File: src/rtl/ahb_slave_resp_mux_if.sv
// AHB-Lite bus bundle between the masters' side and the slave decoder/response mux.
// The slave modport is the mux's view; the master modport drives addresses and slave responses.
interface ahb_slave_resp_mux_if;
    logic [31:0] HADDR;
    logic [1:0]  HTRANS;
    logic        HSEL_S0;
    logic        HSEL_S1;
    logic        HSEL_S2;
    logic        HSEL_S3;
    logic        HREADYOUT_S0;
    logic        HREADYOUT_S1;
    logic        HREADYOUT_S2;
    logic        HREADYOUT_S3;
    logic [31:0] HRDATA_S0;
    logic [31:0] HRDATA_S1;
    logic [31:0] HRDATA_S2;
    logic [31:0] HRDATA_S3;
    logic [1:0]  HRESP_S0;
    logic [1:0]  HRESP_S1;
    logic [1:0]  HRESP_S2;
    logic [1:0]  HRESP_S3;
    logic        HREADY;
    logic [31:0] HRDATA;
    logic [1:0]  HRESP;

    modport slave (
        input  HADDR, HTRANS,
        input  HREADYOUT_S0, HREADYOUT_S1, HREADYOUT_S2, HREADYOUT_S3,
        input  HRDATA_S0, HRDATA_S1, HRDATA_S2, HRDATA_S3,
        input  HRESP_S0, HRESP_S1, HRESP_S2, HRESP_S3,
        output HSEL_S0, HSEL_S1, HSEL_S2, HSEL_S3,
        output HREADY, HRDATA, HRESP
    );

    modport master (
        output HADDR, HTRANS,
        output HREADYOUT_S0, HREADYOUT_S1, HREADYOUT_S2, HREADYOUT_S3,
        output HRDATA_S0, HRDATA_S1, HRDATA_S2, HRDATA_S3,
        output HRESP_S0, HRESP_S1, HRESP_S2, HRESP_S3,
        input  HSEL_S0, HSEL_S1, HSEL_S2, HSEL_S3,
        input  HREADY, HRDATA, HRESP
    );
endinterface

File: src/rtl/ahb_slave_resp_mux.sv
// AHB-Lite slave decoder and data-phase response mux. Define DEFAULT_SLAVE_EN to build the
// internal default slave (two-cycle ERROR for unmapped transfers); otherwise unmapped goes to slave 0.
module ahb_slave_resp_mux #(
    parameter logic [3:0] S0_REGION = 4'h0,
    parameter logic [3:0] S1_REGION = 4'h1,
    parameter logic [3:0] S2_REGION = 4'h2,
    parameter logic [3:0] S3_REGION = 4'h3
) (
    input logic                 HCLK,
    input logic                 HRESET,
    ahb_slave_resp_mux_if.slave bus
);
    localparam logic [1:0] RESP_OKAY  = 2'b00;
    localparam logic [1:0] RESP_ERROR = 2'b01;

`ifdef DEFAULT_SLAVE_EN
    typedef enum logic [2:0] {SEL_S0, SEL_S1, SEL_S2, SEL_S3, SEL_DEF} sel_t;
    localparam sel_t SEL_FALLBACK = SEL_DEF;
`else
    typedef enum logic [1:0] {SEL_S0, SEL_S1, SEL_S2, SEL_S3} sel_t;
    localparam sel_t SEL_FALLBACK = SEL_S0;
`endif

    sel_t        dec_sel;
    sel_t        dsel;
    logic [3:0]  region;
    logic        hready;
    logic [31:0] hrdata;
    logic [1:0]  hresp;
    logic        unused_bits;

    assign region = bus.HADDR[31:28];

    // Priority decode: on overlapping regions the lowest slave index wins.
    always_comb begin
        dec_sel = SEL_FALLBACK;
        if (region == S0_REGION)      dec_sel = SEL_S0;
        else if (region == S1_REGION) dec_sel = SEL_S1;
        else if (region == S2_REGION) dec_sel = SEL_S2;
        else if (region == S3_REGION) dec_sel = SEL_S3;
    end

    assign bus.HSEL_S0 = (dec_sel == SEL_S0);
    assign bus.HSEL_S1 = (dec_sel == SEL_S1);
    assign bus.HSEL_S2 = (dec_sel == SEL_S2);
    assign bus.HSEL_S3 = (dec_sel == SEL_S3);

    // The data-phase select only advances when the bus accepts the address phase.
    always_ff @(posedge HCLK or posedge HRESET) begin
        if (HRESET) begin
            dsel <= SEL_FALLBACK;
        end else if (hready) begin
            dsel <= dec_sel;
        end
    end

`ifdef DEFAULT_SLAVE_EN
    typedef enum logic [1:0] {D_IDLE, D_ERR1, D_ERR2} dstate_t;

    dstate_t dstate;
    dstate_t dstate_next;
    logic    err_start;

    assign err_start   = hready && (dec_sel == SEL_DEF) && bus.HTRANS[1];
    assign unused_bits = ^{bus.HTRANS[0], bus.HADDR[27:0]};

    always_ff @(posedge HCLK or posedge HRESET) begin
        if (HRESET) begin
            dstate <= D_IDLE;
        end else begin
            dstate <= dstate_next;
        end
    end

    // ERR2 may chain straight into a new ERR1 so back-to-back errors have no gap.
    always_comb begin
        dstate_next = dstate;
        case (dstate)
            D_IDLE:  if (err_start) dstate_next = D_ERR1;
            D_ERR1:  dstate_next = D_ERR2;
            D_ERR2:  dstate_next = err_start ? D_ERR1 : D_IDLE;
            default: dstate_next = D_IDLE;
        endcase
    end
`else
    assign unused_bits = ^{bus.HTRANS, bus.HADDR[27:0]};
`endif

    always_comb begin
        hready = 1'b1;
        hrdata = '0;
        hresp  = RESP_OKAY;
        case (dsel)
            SEL_S0: begin
                hready = bus.HREADYOUT_S0;
                hrdata = bus.HRDATA_S0;
                hresp  = bus.HRESP_S0;
            end
            SEL_S1: begin
                hready = bus.HREADYOUT_S1;
                hrdata = bus.HRDATA_S1;
                hresp  = bus.HRESP_S1;
            end
            SEL_S2: begin
                hready = bus.HREADYOUT_S2;
                hrdata = bus.HRDATA_S2;
                hresp  = bus.HRESP_S2;
            end
            SEL_S3: begin
                hready = bus.HREADYOUT_S3;
                hrdata = bus.HRDATA_S3;
                hresp  = bus.HRESP_S3;
            end
`ifdef DEFAULT_SLAVE_EN
            SEL_DEF: begin
                hready = (dstate != D_ERR1);
                hresp  = (dstate == D_IDLE) ? RESP_OKAY : RESP_ERROR;
            end
`endif
            default: begin
                hready = 1'b1;
            end
        endcase
    end

    assign bus.HREADY = hready;
    assign bus.HRDATA = hrdata;
    assign bus.HRESP  = hresp;
endmodule

File: src/flat_wrapper.sv
// flat-port wrapper written by rule: the top's interface ports become plain ports
module ahb_slave_resp_mux_flat 
#(
    parameter logic [3:0] S0_REGION = 4'h0,
    parameter logic [3:0] S1_REGION = 4'h1,
    parameter logic [3:0] S2_REGION = 4'h2,
    parameter logic [3:0] S3_REGION = 4'h3
)
  (HCLK, HRESET, bus_HADDR, bus_HTRANS, bus_HREADYOUT_S0, bus_HREADYOUT_S1, bus_HREADYOUT_S2, bus_HREADYOUT_S3, bus_HRDATA_S0, bus_HRDATA_S1, bus_HRDATA_S2, bus_HRDATA_S3, bus_HRESP_S0, bus_HRESP_S1, bus_HRESP_S2, bus_HRESP_S3, bus_HSEL_S0, bus_HSEL_S1, bus_HSEL_S2, bus_HSEL_S3, bus_HREADY, bus_HRDATA, bus_HRESP);
  ahb_slave_resp_mux_if bus_i ();
  input logic HCLK;
  input logic HRESET;
  input wire logic [$bits(bus_i.HADDR)-1:0] bus_HADDR;
  input wire logic [$bits(bus_i.HTRANS)-1:0] bus_HTRANS;
  input wire logic [$bits(bus_i.HREADYOUT_S0)-1:0] bus_HREADYOUT_S0;
  input wire logic [$bits(bus_i.HREADYOUT_S1)-1:0] bus_HREADYOUT_S1;
  input wire logic [$bits(bus_i.HREADYOUT_S2)-1:0] bus_HREADYOUT_S2;
  input wire logic [$bits(bus_i.HREADYOUT_S3)-1:0] bus_HREADYOUT_S3;
  input wire logic [$bits(bus_i.HRDATA_S0)-1:0] bus_HRDATA_S0;
  input wire logic [$bits(bus_i.HRDATA_S1)-1:0] bus_HRDATA_S1;
  input wire logic [$bits(bus_i.HRDATA_S2)-1:0] bus_HRDATA_S2;
  input wire logic [$bits(bus_i.HRDATA_S3)-1:0] bus_HRDATA_S3;
  input wire logic [$bits(bus_i.HRESP_S0)-1:0] bus_HRESP_S0;
  input wire logic [$bits(bus_i.HRESP_S1)-1:0] bus_HRESP_S1;
  input wire logic [$bits(bus_i.HRESP_S2)-1:0] bus_HRESP_S2;
  input wire logic [$bits(bus_i.HRESP_S3)-1:0] bus_HRESP_S3;
  output wire logic [$bits(bus_i.HSEL_S0)-1:0] bus_HSEL_S0;
  output wire logic [$bits(bus_i.HSEL_S1)-1:0] bus_HSEL_S1;
  output wire logic [$bits(bus_i.HSEL_S2)-1:0] bus_HSEL_S2;
  output wire logic [$bits(bus_i.HSEL_S3)-1:0] bus_HSEL_S3;
  output wire logic [$bits(bus_i.HREADY)-1:0] bus_HREADY;
  output wire logic [$bits(bus_i.HRDATA)-1:0] bus_HRDATA;
  output wire logic [$bits(bus_i.HRESP)-1:0] bus_HRESP;
  assign bus_i.HADDR = bus_HADDR;
  assign bus_i.HTRANS = bus_HTRANS;
  assign bus_i.HREADYOUT_S0 = bus_HREADYOUT_S0;
  assign bus_i.HREADYOUT_S1 = bus_HREADYOUT_S1;
  assign bus_i.HREADYOUT_S2 = bus_HREADYOUT_S2;
  assign bus_i.HREADYOUT_S3 = bus_HREADYOUT_S3;
  assign bus_i.HRDATA_S0 = bus_HRDATA_S0;
  assign bus_i.HRDATA_S1 = bus_HRDATA_S1;
  assign bus_i.HRDATA_S2 = bus_HRDATA_S2;
  assign bus_i.HRDATA_S3 = bus_HRDATA_S3;
  assign bus_i.HRESP_S0 = bus_HRESP_S0;
  assign bus_i.HRESP_S1 = bus_HRESP_S1;
  assign bus_i.HRESP_S2 = bus_HRESP_S2;
  assign bus_i.HRESP_S3 = bus_HRESP_S3;
  assign bus_HSEL_S0 = bus_i.HSEL_S0;
  assign bus_HSEL_S1 = bus_i.HSEL_S1;
  assign bus_HSEL_S2 = bus_i.HSEL_S2;
  assign bus_HSEL_S3 = bus_i.HSEL_S3;
  assign bus_HREADY = bus_i.HREADY;
  assign bus_HRDATA = bus_i.HRDATA;
  assign bus_HRESP = bus_i.HRESP;
  ahb_slave_resp_mux #(.S0_REGION(S0_REGION), .S1_REGION(S1_REGION), .S2_REGION(S2_REGION), .S3_REGION(S3_REGION)) u_core (.HCLK(HCLK), .HRESET(HRESET), .bus(bus_i));
endmodule
File: config.mk
export PLATFORM = sky130hd
export DESIGN_NAME = ahb_slave_resp_mux_flat
export DESIGN_NICKNAME = d
export VERILOG_FILES = /design/src/rtl/ahb_slave_resp_mux_if.sv /design/src/rtl/ahb_slave_resp_mux.sv /design/src/flat_wrapper.sv
export SDC_FILE = /design/constraint.sdc
export NUM_CORES = 1
export LEC_CHECK = 0
export BUFFER_PORTS_ARGS = -buffer_cell sky130_fd_sc_hd__clkbuf_2
export CORE_AREA = 2 2 83 85
export DETAILED_ROUTE_END_ITERATION = 6
export DIE_AREA = 0 0 85 87
export GPL_ROUTABILITY_DRIVEN = 0
export GPL_TIMING_DRIVEN = 0
export HOLD_SLACK_MARGIN = 0.15
export PLACE_DENSITY = 0.69
export SLEW_MARGIN = 0
export SYNTH_ARGS = -nofsm -noshare
export SYNTH_HDL_FRONTEND = slang
export SYNTH_SLANG_ARGS = --single-unit
export TNS_END_PERCENT = 5
File: constraint.sdc
create_clock -name HCLK -period 1.5 [get_ports HCLK]
set_input_delay 0.3 -clock HCLK [delete_from_list [all_inputs] [get_ports HCLK]]
set_output_delay 0.3 -clock HCLK [all_outputs]
set_load 0.05 [all_outputs]
# Word level (Yosys, flattened, before mapping)
# Cells that the tools add are included.
dict set report totals {
  out_inout_bits 39
  wordCells 20
  inputBits 176
  regBits 2
}
dict set report op_classes {
  n_reduce_logical 3
  n_mux 7
  eq_ne 9
}
# operator n
set op_table {}
lappend op_table {{one-hot mux 32 bit (4 select lines)} 1}
lappend op_table {{== test 2 bit, second input constant} 4}
lappend op_table {{== test 4 x 2 -> 1 bit, second input constant} 2}
lappend op_table {{2-to-1 mux 2 bit} 4}
lappend op_table {{one-hot mux 2 bit (4 select lines)} 1}
lappend op_table {{== test 2 x 1 -> 1 bit, second input constant} 2}
lappend op_table {{== test 4 x 1 -> 1 bit, second input constant} 1}
lappend op_table {{zero test 2 bit} 2}
lappend op_table {{zero test 4 bit} 1}
lappend op_table {{one-hot mux 1 bit (4 select lines)} 1}

# Longest topological paths before layout
# Gate-level depths: netlist of the first run.
dict set report depth {
  word_depth 6
  ltp_mapped 4
  ltp_nobuf 3
}

# Worst setup path before layout of the first run
# Ideal clock, no wire load.
dict set report synth_path {
  path_kind {reg2out}
  start {reg u_core.dsel[0]}
  end {out bus_HRDATA[10]}
  path_buffers 2
  arrival_ns 1.448
  required_ns 1.200
  path_stages_with_launch 4
  path_slack_ns -0.248
  cell_sequence {dfrtp_1 -> buf_6 -> buf_2 -> mux4_2}
}
dict set report synth_via {
  elab_chain_len 2
  word_cells_on_any_way 5
  classes_between {eq/ne: 3; mux: 1; reduce/logical: 1}
}
# item line_no
set synth_lines {}
lappend synth_lines {{start, declared} ahb_slave_resp_mux.sv:25} ;# sel_t dsel;
lappend synth_lines {{start signal, assigned} ahb_slave_resp_mux.sv:53} ;# dsel <= dec_sel;
lappend synth_lines {{== test 2 bit, or another cell as far along} ahb_slave_resp_mux.sv:93} ;# case (dsel)
lappend synth_lines {{one-hot mux 32 bit (4 select lines) *} ahb_slave_resp_mux.sv:93}
lappend synth_lines {{end, declared} flat_wrapper.sv:32} ;# output wire logic [$bits(bus_i.HRDATA)-1:0] bus_HRDATA;
# Every way passes the cells marked *; elsewhere a longest branch is shown, timed or not.

# Worst setup path in the final report of the first run
dict set report layout_path {
  start {reg u_core.dsel[0]}
  end {out bus_HRDATA[6]}
}
# The elaborated chain is that of the path after synthesis.

==> results of run 1 <==
-- per-layer routing --
layer	routed length, µm	vias to the layer above	track usage [%]
met5	0	-	0
met4	0	0	2.02
met3	438	0	1.80
met2	2710	88	22.8
met1	1710	696	13.4
li1	-	668	-
-- area by class of cell --
type	count	area, µm²
sequential	2	50.0
clock buffer	3	41.3
tap	80	100
timing repair buffer	188	1320
multi-input combinational	48	878
inverter	1	3.75
buffer	8	108
fill	641	4070
-- kinds of logic (layout without fill, tap and decap cells) --
logic type / count (synthesis) / in the layout / share of synthesized area [%]
buffers and inverters: 9 / 200 / 5.49
DFF: 2 / 2 / 5.11
and+or+nand+nor: 6 / 6 / 2.55
muxes: 38 / 38 / 84.2
AOI/OAI and AO/OA: 4 / 4 / 2.68
-- final timing paths --
| kind | cells past startpoint | endpoint |
|---|---|---|
| worst max-delay path | 4 | bus_HRDATA[6] |
| worst min-delay path | 3 | u_core.dsel[1] |
| min in group asynchronous | 3 | u_core.dsel[1] |
| max in group asynchronous | 3 | u_core.dsel[0] |
| worst min register to register | 3 | u_core.dsel[1] |
| worst max register to register | 4 | u_core.dsel[0] |
-- cells in the final DEF (no fill, tap or decap), drive strengths merged --
cell	instances
a21oi	1
a31oi	1
a32o	1
and3	1
buf	45
clkbuf	153
dfrtp	2
dlygate4sd3	1
inv	1
mux2	3
mux2i	1
mux4	34
nand2	2
nor2	3
o21ai	1
-- report_power, final --
group	switching [mW]	internal [mW]	leakage [nW]
Sequential	0.00182	0.0580	0.0272
Clock	0.0434	0.170	0.0216
Combinational	0.681	0.665	1.19
Total	0.726	0.893	1.24
-- what timing repair did --
item / CTS / global route
setup buffers: 2 / 1
gates resized for setup: 85 / 35
pin swaps: 0 / 1
hold buffers: 1 / 0
endpoints found under the setup margin: 35 / 39
endpoints found under the hold margin: 2 / 0
-- stage by stage --
step	util [%]	worst slack (ns)	area (µm²)	TNS, ns	hold WS (ns)
floorplan	-	-0.164	982	-4.92	0.0412
global placement	30.5	-0.507	2000	-11.30	0.141
detailed placement	30.5	-0.566	2000	-12.15	0.144
CTS	37.2	-0.428	2440	-13.64	0.400
global route	38.0	-0.450	2500	-14.67	0.426
finish	38.0	-0.399	2500	-12.63	0.412
-- critical path: stages (launching register included) --
cell and delay [ns]:
sky130_fd_sc_hd__dfrtp_1 0.36, sky130_fd_sc_hd__buf_12 0.15, sky130_fd_sc_hd__buf_12 0.15, sky130_fd_sc_hd__mux4_2 0.55
sky130_fd_sc_hd__buf_8 0.18
-- synthesized netlist by cell type --
cell type,instances
sky130_fd_sc_hd__mux4_1,1
sky130_fd_sc_hd__a32o_1,1
sky130_fd_sc_hd__and3_1,1
sky130_fd_sc_hd__o21ai_0,1
sky130_fd_sc_hd__dfrtp_1,2
sky130_fd_sc_hd__buf_6,1
sky130_fd_sc_hd__nand2_1,2
sky130_fd_sc_hd__mux4_2,33
sky130_fd_sc_hd__buf_1,1
sky130_fd_sc_hd__inv_1,1
sky130_fd_sc_hd__a21oi_1,1
sky130_fd_sc_hd__a31oi_1,1
sky130_fd_sc_hd__nor2_1,3
sky130_fd_sc_hd__mux2i_1,1
sky130_fd_sc_hd__mux2_4,3
sky130_fd_sc_hd__buf_4,2
sky130_fd_sc_hd__buf_2,4
==> impl_metrics.tcl, run 1 <==
set metrics [dict create \
    biggestRegsByFlops "u_core.dsel x2" \
    hold_path.class "in -> reg" \
    yosys.cell_types.count 17 \
    synth-seq-cells 2 \
    rows 30 \
    drt-vias-per-instance 4.40 \
    htreeDepth 1 \
    total_power_mw 1.62 \
    critPathLaunch "u_core.dsel[0]" \
    top_register "u_core.dsel" \
    synth-warning-count 0 \
    final_hold_viol_count 0 \
    setup-violations-final 35 \
    violated_checks "negative setup slack" \
    launch_point_of_the_worst_reg_to_reg_path "u_core.dsel[0]" \
    clkTransAtPathRegs_ns 0.03 \
    slew_viol_final 0 \
    first_global_vias 1548 \
    syn_to_final_growth_pct 155 \
    clock_latency_ns 0.21 \
    ys_seq_area_share_pct 5.11 \
    worst_setup_path_end_kind "output pin" \
    route.antenna.remaining_nets 0 \
    crit_path_max_fanout 10 \
    netlist_area_um2 980 \
    drive_gt1_share_pct 94.0 \
    dpl.hpwl_um 3970 \
    power.density_cell_area_mw_per_mm2 649 \
    cts_buffers 3 \
    drt_first_pass_iters 4 \
    initial_utilization_pct 14.9 \
    port-buffer-count 184 \
    hold_path_startpoint "bus_HREADYOUT_S2" \
    cts_tree "built" \
    final_net_count 428 \
    synth_top_cell_by_area "sky130_fd_sc_hd__mux4_2" \
    grt_max_degree 11 \
    grt_antenna_before_repair 0 \
    placed_cells 323 \
    cts.sink_count 2 \
    clock_tree.buffer_depth 2 \
    cp-start-kind "flip-flop" \
    peakVddDrop_mv 0.425 \
    stdcell_count 330 \
    post_drt_wl_per_cell_um 14.7 \
    routed-via-count 1452 \
    layout_worst_path_cycle_share_pct 127 \
    n_antenna_cell 0 \
    skew_ns 0.000707 \
    status "finished, violations left" \
    post-route-drc-count 0 \
    final_period_minus_worst_setup_slack_ns 1.90 \
    post_synth_main_area_contributors "sky130_fd_sc_hd__mux4_2, sky130_fd_sc_hd__dfrtp_1, sky130_fd_sc_hd__mux2_4, sky130_fd_sc_hd__mux4_1, sky130_fd_sc_hd__buf_2" \
    cts.root.buffer_cell "sky130_fd_sc_hd__clkbuf_8" \
    fp.dieArea_mm2 0.00740 \
    p_leak_nw 1.24 \
    slew_headroom_pct 81.4 \
    tightest_slew_ns 0.281 \
    groute.usage.overall_pct 11.7 \
    synthesized_area_per_cell_um2 16.6 \
    core_mm2 0.00657 \
    unrepaired_setup_endpoints_after_global_routing "yes" \
    grt_first_pass_wirelength_um 7020 \
    floorplan.die.width_um 85 \
    largest_reg_flops 2 \
    worst-endpoint-arrival_ns 1.60 \
    required_ns 1.20 \
    synthesis.nets 235 \
    critPathKind "reg -> out" \
    drt-initial-drc-count 24 \
    detail_route.wirelength_um 4860 \
    globalRouteOverflowTotal 0 \
    area_fraction_of_the_dominant_cell_type_after_synthesis_pct 75.9 \
    ios 215 \
    regToRegSetupSlack_ns 0.02 \
    cap_violations 0 \
    number_of_instances_in_the_synthesized_netlist 59 \
    postLayoutSetupSlackWorst_ns -0.399 \
    max_freq_ghz 0.527 \
    chipHeight_um 87 \
]
Note: power is estimated with default switching activity, not from simulation.
==> run 2: changes to the inputs <==
--- a/config.mk
+++ b/config.mk
@@ -6,13 +6,13 @@
 export NUM_CORES = 1
 export LEC_CHECK = 0
 export BUFFER_PORTS_ARGS = -buffer_cell sky130_fd_sc_hd__clkbuf_2
-export CORE_AREA = 2 2 83 85
+export CORE_AREA = 2 2 84 86
 export DETAILED_ROUTE_END_ITERATION = 6
-export DIE_AREA = 0 0 85 87
+export DIE_AREA = 0 0 86 88
 export GPL_ROUTABILITY_DRIVEN = 0
 export GPL_TIMING_DRIVEN = 0
 export HOLD_SLACK_MARGIN = 0.15
-export PLACE_DENSITY = 0.69
+export PLACE_DENSITY = 0.66
 export SLEW_MARGIN = 0
 export SYNTH_ARGS = -nofsm -noshare
 export SYNTH_HDL_FRONTEND = slang
==> constraint.sdc (replaced) <==
create_clock -name HCLK -period 2.38 [get_ports HCLK]
set_input_delay 0.476 -clock HCLK [delete_from_list [all_inputs] [get_ports HCLK]]
set_output_delay 0.476 -clock HCLK [all_outputs]
set_load 0.05 [all_outputs]
==> run 2 against run 1 <==
Compared with the run above: the flow now finishes without violations; non-clock buffer count shrank 3; sequential power down 38%; combinational power down 52%; hold slack gained 0.15 ns; clock power decreased by 34%; die area grew 2.3%; sequential share of layout area up 0.43 points; power decreased by 49%; cell count decreased by 0.91%; critical path type unchanged; critical endpoint is now bus_HRDATA[16]; largest cell class unchanged.
==> impl_metrics.tcl, run 2 (same netlist as run 1, synthesis figures left out) <==
set metrics [dict create \
    biggestRegsByFlops "u_core.dsel x2" \
    slew_headroom_pct 80.2 \
    worst-path-buf-inv 3 \
    crit_chain "buf_6, buf_4, mux4_2, clkbuf_2" \
    postCtsSetupBuffers 0 \
    grt_first_pass_wirelength_um 6400 \
    crit_path_max_fanout 10 \
    clock_tree.buffer_depth 2 \
    totalNegativeSetupSlack_ns 0 \
    tightest_slew_ns 0.296 \
    cts_tree "built" \
    drt-vias-per-instance 4.41 \
    cpPeakStageDelay_ns 0.54 \
    route.antenna.remaining_nets 0 \
    cap_violations 0 \
    utilization_after_layout_pct 30.9 \
    critical-path-top-delay-family "buffers and inverters" \
    ios 215 \
    core_mm2 0.00664 \
    drt_first_pass_iters 4 \
    clock_latency_ns 0.22 \
    grt_max_degree 11 \
    detail_route.wirelength_um 4560 \
    dpl.hpwl_um 4140 \
    finish.instance_area_mm2 0.00206 \
    fp.dieArea_mm2 0.00757 \
    rows 30 \
    final_hold_viol_count 0 \
    cts.sink_count 2 \
    dp_slack_ns 0.122 \
    whs_ns 0.565 \
    unrepaired_setup_endpoints_after_global_routing "no" \
    placed_cells 323 \
    largest_reg_flops 2 \
    port-buffer-count 184 \
    layout_worst_path_cycle_share_pct 93.7 \
    mostFrequentLayoutCells "sky130_fd_sc_hd__clkbuf_2, sky130_fd_sc_hd__mux4_2, sky130_fd_sc_hd__buf_2" \
    chipHeight_um 88 \
    post-route-drc-count 0 \
    critPathKind "reg -> out" \
    syn_to_final_growth_pct 110 \
    total_power_mw 0.824 \
    grt_antenna_before_repair 0 \
    floorplan.die.width_um 86 \
    first_global_vias 1396 \
    p_leak_nw 1.09 \
    groute.usage.overall_pct 10.7 \
    globalRouteOverflowTotal 0 \
    post_dp_cell_area_mm2 0.00200 \
    skew_ns 0.000922 \
    required_ns 1.90 \
    stdcell_count 327 \
    htreeDepth 1 \
    postLayoutSetupSlackWorst_ns 0.149 \
    cts_buffers 3 \
    final_period_minus_worst_setup_slack_ns 2.23 \
    final_net_count 425 \
    worst_setup_path_end_kind "output pin" \
    clkTransAtPathRegs_ns 0.03 \
    hold_path.class "in -> reg" \
    worst_path_max_delay_cell "sky130_fd_sc_hd__mux4_2" \
    drive_gt1_share_pct 93.5 \
    cts.root.buffer_cell "sky130_fd_sc_hd__clkbuf_8" \
    routed-via-count 1441 \
    drt-initial-drc-count 38 \
    power.density_cell_area_mw_per_mm2 401 \
    layout_commonest_cell "sky130_fd_sc_hd__clkbuf_2" \
    post_drt_wl_per_cell_um 14.0 \
    initial_utilization_pct 14.7 \
    n_antenna_cell 0 \
    slew_viol_final 0 \
    top_register "u_core.dsel" \
    setup-violations-final 0 \
    worst-endpoint-arrival_ns 1.75 \
    status "finished clean" \
    max_freq_ghz 0.448 \
    peakVddDrop_mv 0.291 \
    cp-start-kind "flip-flop" \
]
[run 2: report_power, final]
| part | internal (mW) | leakage (nW) | switching [mW] |
|---|---|---|---|
| Clock | 0.107 | 0.0216 | 0.0324 |
| Combinational | 0.254 | 1.04 | 0.393 |
| Sequential | 0.0365 | 0.0272 | 0.000686 |
| Total | 0.398 | 1.09 | 0.426 |
[run 2: path summary, 6_finish.rpt]
check                           cells after the start  slack [ns]              to      startpoint
worst max-delay path                                4        0.15  bus_HRDATA[16]  u_core.dsel[0]
worst min-delay path                                3        0.57  u_core.dsel[1]   bus_HADDR[29]
worst max register to register                      4        0.91  u_core.dsel[0]  u_core.dsel[0]
worst min register to register                      3        0.78  u_core.dsel[1]  u_core.dsel[0]
max in group asynchronous                           3        1.64  u_core.dsel[1]          HRESET
min in group asynchronous                           3        0.63  u_core.dsel[0]          HRESET
[run 2: final cells by class]
type | instances | area, µm²
fillers | 706 | 4590
repair buffers | 185 | 931
multi-input cells | 48 | 876
well taps | 80 | 100
plain buffers | 8 | 53.8
flip-flops and latches | 2 | 50.0
clock buffers | 3 | 41.3
inverters | 1 | 3.75
[run 2: layer usage]
layer  GRT usage (%)  wire length [µm]  vias up
li1                -                 -      662
met1            13.0              1610      690
met2            19.3              2510       86
met3            1.98               407        3
met4            3.32                28        0
met5               0                 0        -
[run 2: worst register-to-register path, delay by kind of cell (launching register included)]
family | cells | cell delay [ns]
muxes | 2 | 0.58
DFF | 1 | 0.36
AOI/OAI and AO/OA | 1 | 0.25
buffers and inverters | 1 | 0.15
[run 2: timing repair]
item,in CTS,in global routing
endpoints found under the setup margin,9,0
resized for setup,2,0
hold endpoints to repair,2,0
hold buffers,1,0
==> run 3: changes to the inputs <==
--- a/config.mk
+++ b/config.mk
@@ -6,13 +6,15 @@
 export NUM_CORES = 1
 export LEC_CHECK = 0
 export BUFFER_PORTS_ARGS = -buffer_cell sky130_fd_sc_hd__clkbuf_2
-export CORE_AREA = 2 2 84 86
+export CELL_PAD_IN_SITES_DETAIL_PLACEMENT = 1
+export CELL_PAD_IN_SITES_GLOBAL_PLACEMENT = 2
+export CORE_AREA = 2 2 102 104
 export DETAILED_ROUTE_END_ITERATION = 6
-export DIE_AREA = 0 0 86 88
+export DIE_AREA = 0 0 104 106
 export GPL_ROUTABILITY_DRIVEN = 0
 export GPL_TIMING_DRIVEN = 0
 export HOLD_SLACK_MARGIN = 0.15
-export PLACE_DENSITY = 0.66
+export PLACE_DENSITY = 0.92
 export SLEW_MARGIN = 0
 export SYNTH_ARGS = -nofsm -noshare
 export SYNTH_HDL_FRONTEND = slang
==> run 3 against run 2 <==
Compared with the run above: first-iteration DRC count increased by 61%; combinational power is 1% higher; critical path depth did not move; power up 0.74%; sequential power is essentially flat; register-to-register slack barely moved; die area is 46% higher; clock power is essentially flat; sequential cell count unchanged; maximum frequency fell by 0.25%; routed wire length is 27% higher; setup slack worse by 0.0055 ns; largest power group unchanged.
==> impl_metrics.tcl, run 3 (same netlist as run 1, synthesis figures left out) <==
set metrics [dict create \
    post_dp_cell_area_mm2 0.00207 \
    slew_viol_final 0 \
    fp.dieArea_mm2 0.0110 \
    drt-initial-drc-count 61 \
    mostFrequentLayoutCells "sky130_fd_sc_hd__clkbuf_2, sky130_fd_sc_hd__mux4_2, sky130_fd_sc_hd__buf_2" \
    floorplan.die.width_um 104 \
    post-route-drc-count 0 \
    status "finished clean" \
    cts_tree "built" \
    totalNegativeSetupSlack_ns 0 \
    port-buffer-count 184 \
    clock_latency_ns 0.22 \
    drt_first_pass_iters 4 \
    p_leak_nw 1.09 \
    hold_path.class "in -> reg" \
    final_net_count 425 \
    drt-vias-per-instance 3.83 \
    crit_path_max_fanout 10 \
    power_switching_mw 0.432 \
    setup-violations-final 0 \
    first_global_vias 1707 \
    biggestRegsByFlops "u_core.dsel x2" \
    combinational_power_share_pct 78.8 \
    tightest_slew_ns 0.340 \
    initial_utilization_pct 9.80 \
    internal_power_mw 0.399 \
    n_antenna_cell 0 \
    max_freq_ghz 0.447 \
    layout_worst_path_cycle_share_pct 94.0 \
    final_period_minus_worst_setup_slack_ns 2.24 \
    globalRouteOverflowTotal 0 \
    stdcell_count 383 \
    critPathKind "reg -> out" \
    worst-endpoint-arrival_ns 1.76 \
    finish.instance_area_mm2 0.00213 \
    routed-via-count 1466 \
    utilization_after_layout_pct 21.3 \
    clock_tree.buffer_depth 2 \
    final_hold_viol_count 0 \
    regToRegSetupSlack_ns 0.90 \
    skew_ns 0.00378 \
    unrepaired_setup_endpoints_after_global_routing "no" \
    largest_reg_flops 2 \
    cap_violations 0 \
    required_ns 1.90 \
    slew_headroom_pct 77.2 \
    top_register "u_core.dsel" \
    cts.root.buffer_cell "sky130_fd_sc_hd__clkbuf_8" \
    power.density_cell_area_mw_per_mm2 390 \
    grt_antenna_before_repair 0 \
    groute.usage.overall_pct 9.88 \
    dp_slack_ns 0.136 \
    detail_route.wirelength_um 5780 \
    grt_first_pass_wirelength_um 8690 \
    cp-start-kind "flip-flop" \
    chipHeight_um 106 \
    grt_max_degree 11 \
    sequentialPowerShare_pct 4.5 \
    power.share.switching_pct 52.0 \
    rows 37 \
    placed_cells 379 \
    worst_setup_path_end_kind "output pin" \
    core_mm2 0.0100 \
    peakVddDrop_mv 0.203 \
    postLayoutSetupSlackWorst_ns 0.144 \
    drive_gt1_share_pct 93.5 \
    route.antenna.remaining_nets 0 \
    clkTransAtPathRegs_ns 0.03 \
    cts.sink_count 2 \
    dpl.hpwl_um 5370 \
    hold_path_startpoint "bus_HADDR[29]" \
    critPathLaunch "u_core.dsel[0]" \
    post_drt_wl_per_cell_um 15.1 \
    ios 215 \
    cts_buffers 3 \
    layout_commonest_cell "sky130_fd_sc_hd__clkbuf_2" \
    launch_point_of_the_worst_reg_to_reg_path "u_core.dsel[0]" \
    power.share.clock_pct 16.7 \
    syn_to_final_growth_pct 117 \
    htreeDepth 1 \
]
-- run 3: cell counts in the layout (fill, tap and decap cells not counted) --
No cell type changed its count.
-- run 3: power by group through the flow --
stage               Clock (mW)  Sequential (mW)  Combinational (mW)
CTS                      0.142           0.0372               0.663
floorplan                    0           0.0375               0.451
global route             0.144           0.0375               0.694
finish                   0.138           0.0372               0.654
detailed placement           0           0.0376               0.660
global placement             0           0.0375               0.649
-- run 3: layout make-up --
type | instances | area, µm²
Fill cell | 1225 | 7870
Multi-Input combinational cell | 48 | 876
Sequential cell | 2 | 50.0
Timing Repair Buffer | 185 | 931
Inverter | 1 | 3.75
Tap cell | 136 | 170
Clock buffer | 3 | 41.3
Buffer | 8 | 53.8
-- run 3: worst max-delay path, stage by stage, from the launching register on --
cell	delay, ns
sky130_fd_sc_hd__dfrtp_1	0.32
sky130_fd_sc_hd__buf_6	0.17
sky130_fd_sc_hd__buf_4	0.25
sky130_fd_sc_hd__mux4_2	0.53
sky130_fd_sc_hd__clkbuf_2	0.26
-- run 3: metal layers --
metal  wire [µm]  up-vias  share of wire (%)  GRT usage (%)
li1            -      661                  -              -
met1        2100      709                 36           11.1
met2        3120       90                 54           18.9
met3         496        6                8.6           2.39
met4          63        0                1.1           1.83
met5           0        -                  0              0
-- run 3: worst paths after layout --
| check | end | cells after the start |
|---|---|---|
| worst min register to register | u_core.dsel[1] | 3 |
| worst max register to register | u_core.dsel[0] | 4 |
| worst min-delay path | u_core.dsel[1] | 3 |
| max in group asynchronous | u_core.dsel[0] | 3 |
| worst max-delay path | bus_HRDATA[23] | 4 |
| min in group asynchronous | u_core.dsel[1] | 3 |
-- run 3: repair_timing --
action,in CTS,in global routing
endpoints found under the setup margin,9,0
buffers inserted,0,0
gates resized for setup,2,0
endpoints found under the hold margin,2,0
hold buffers,1,0
-- run 3: per-stage QoR --
step           hold slack (ns)  total power, mW
6_report                 0.576            0.830
5_1_grt                  0.611            0.876
4_1_cts                  0.574            0.842
3_5_place_dp             0.340            0.698
3_3_place_gp             0.340            0.686
2_1_floorplan            0.217            0.488
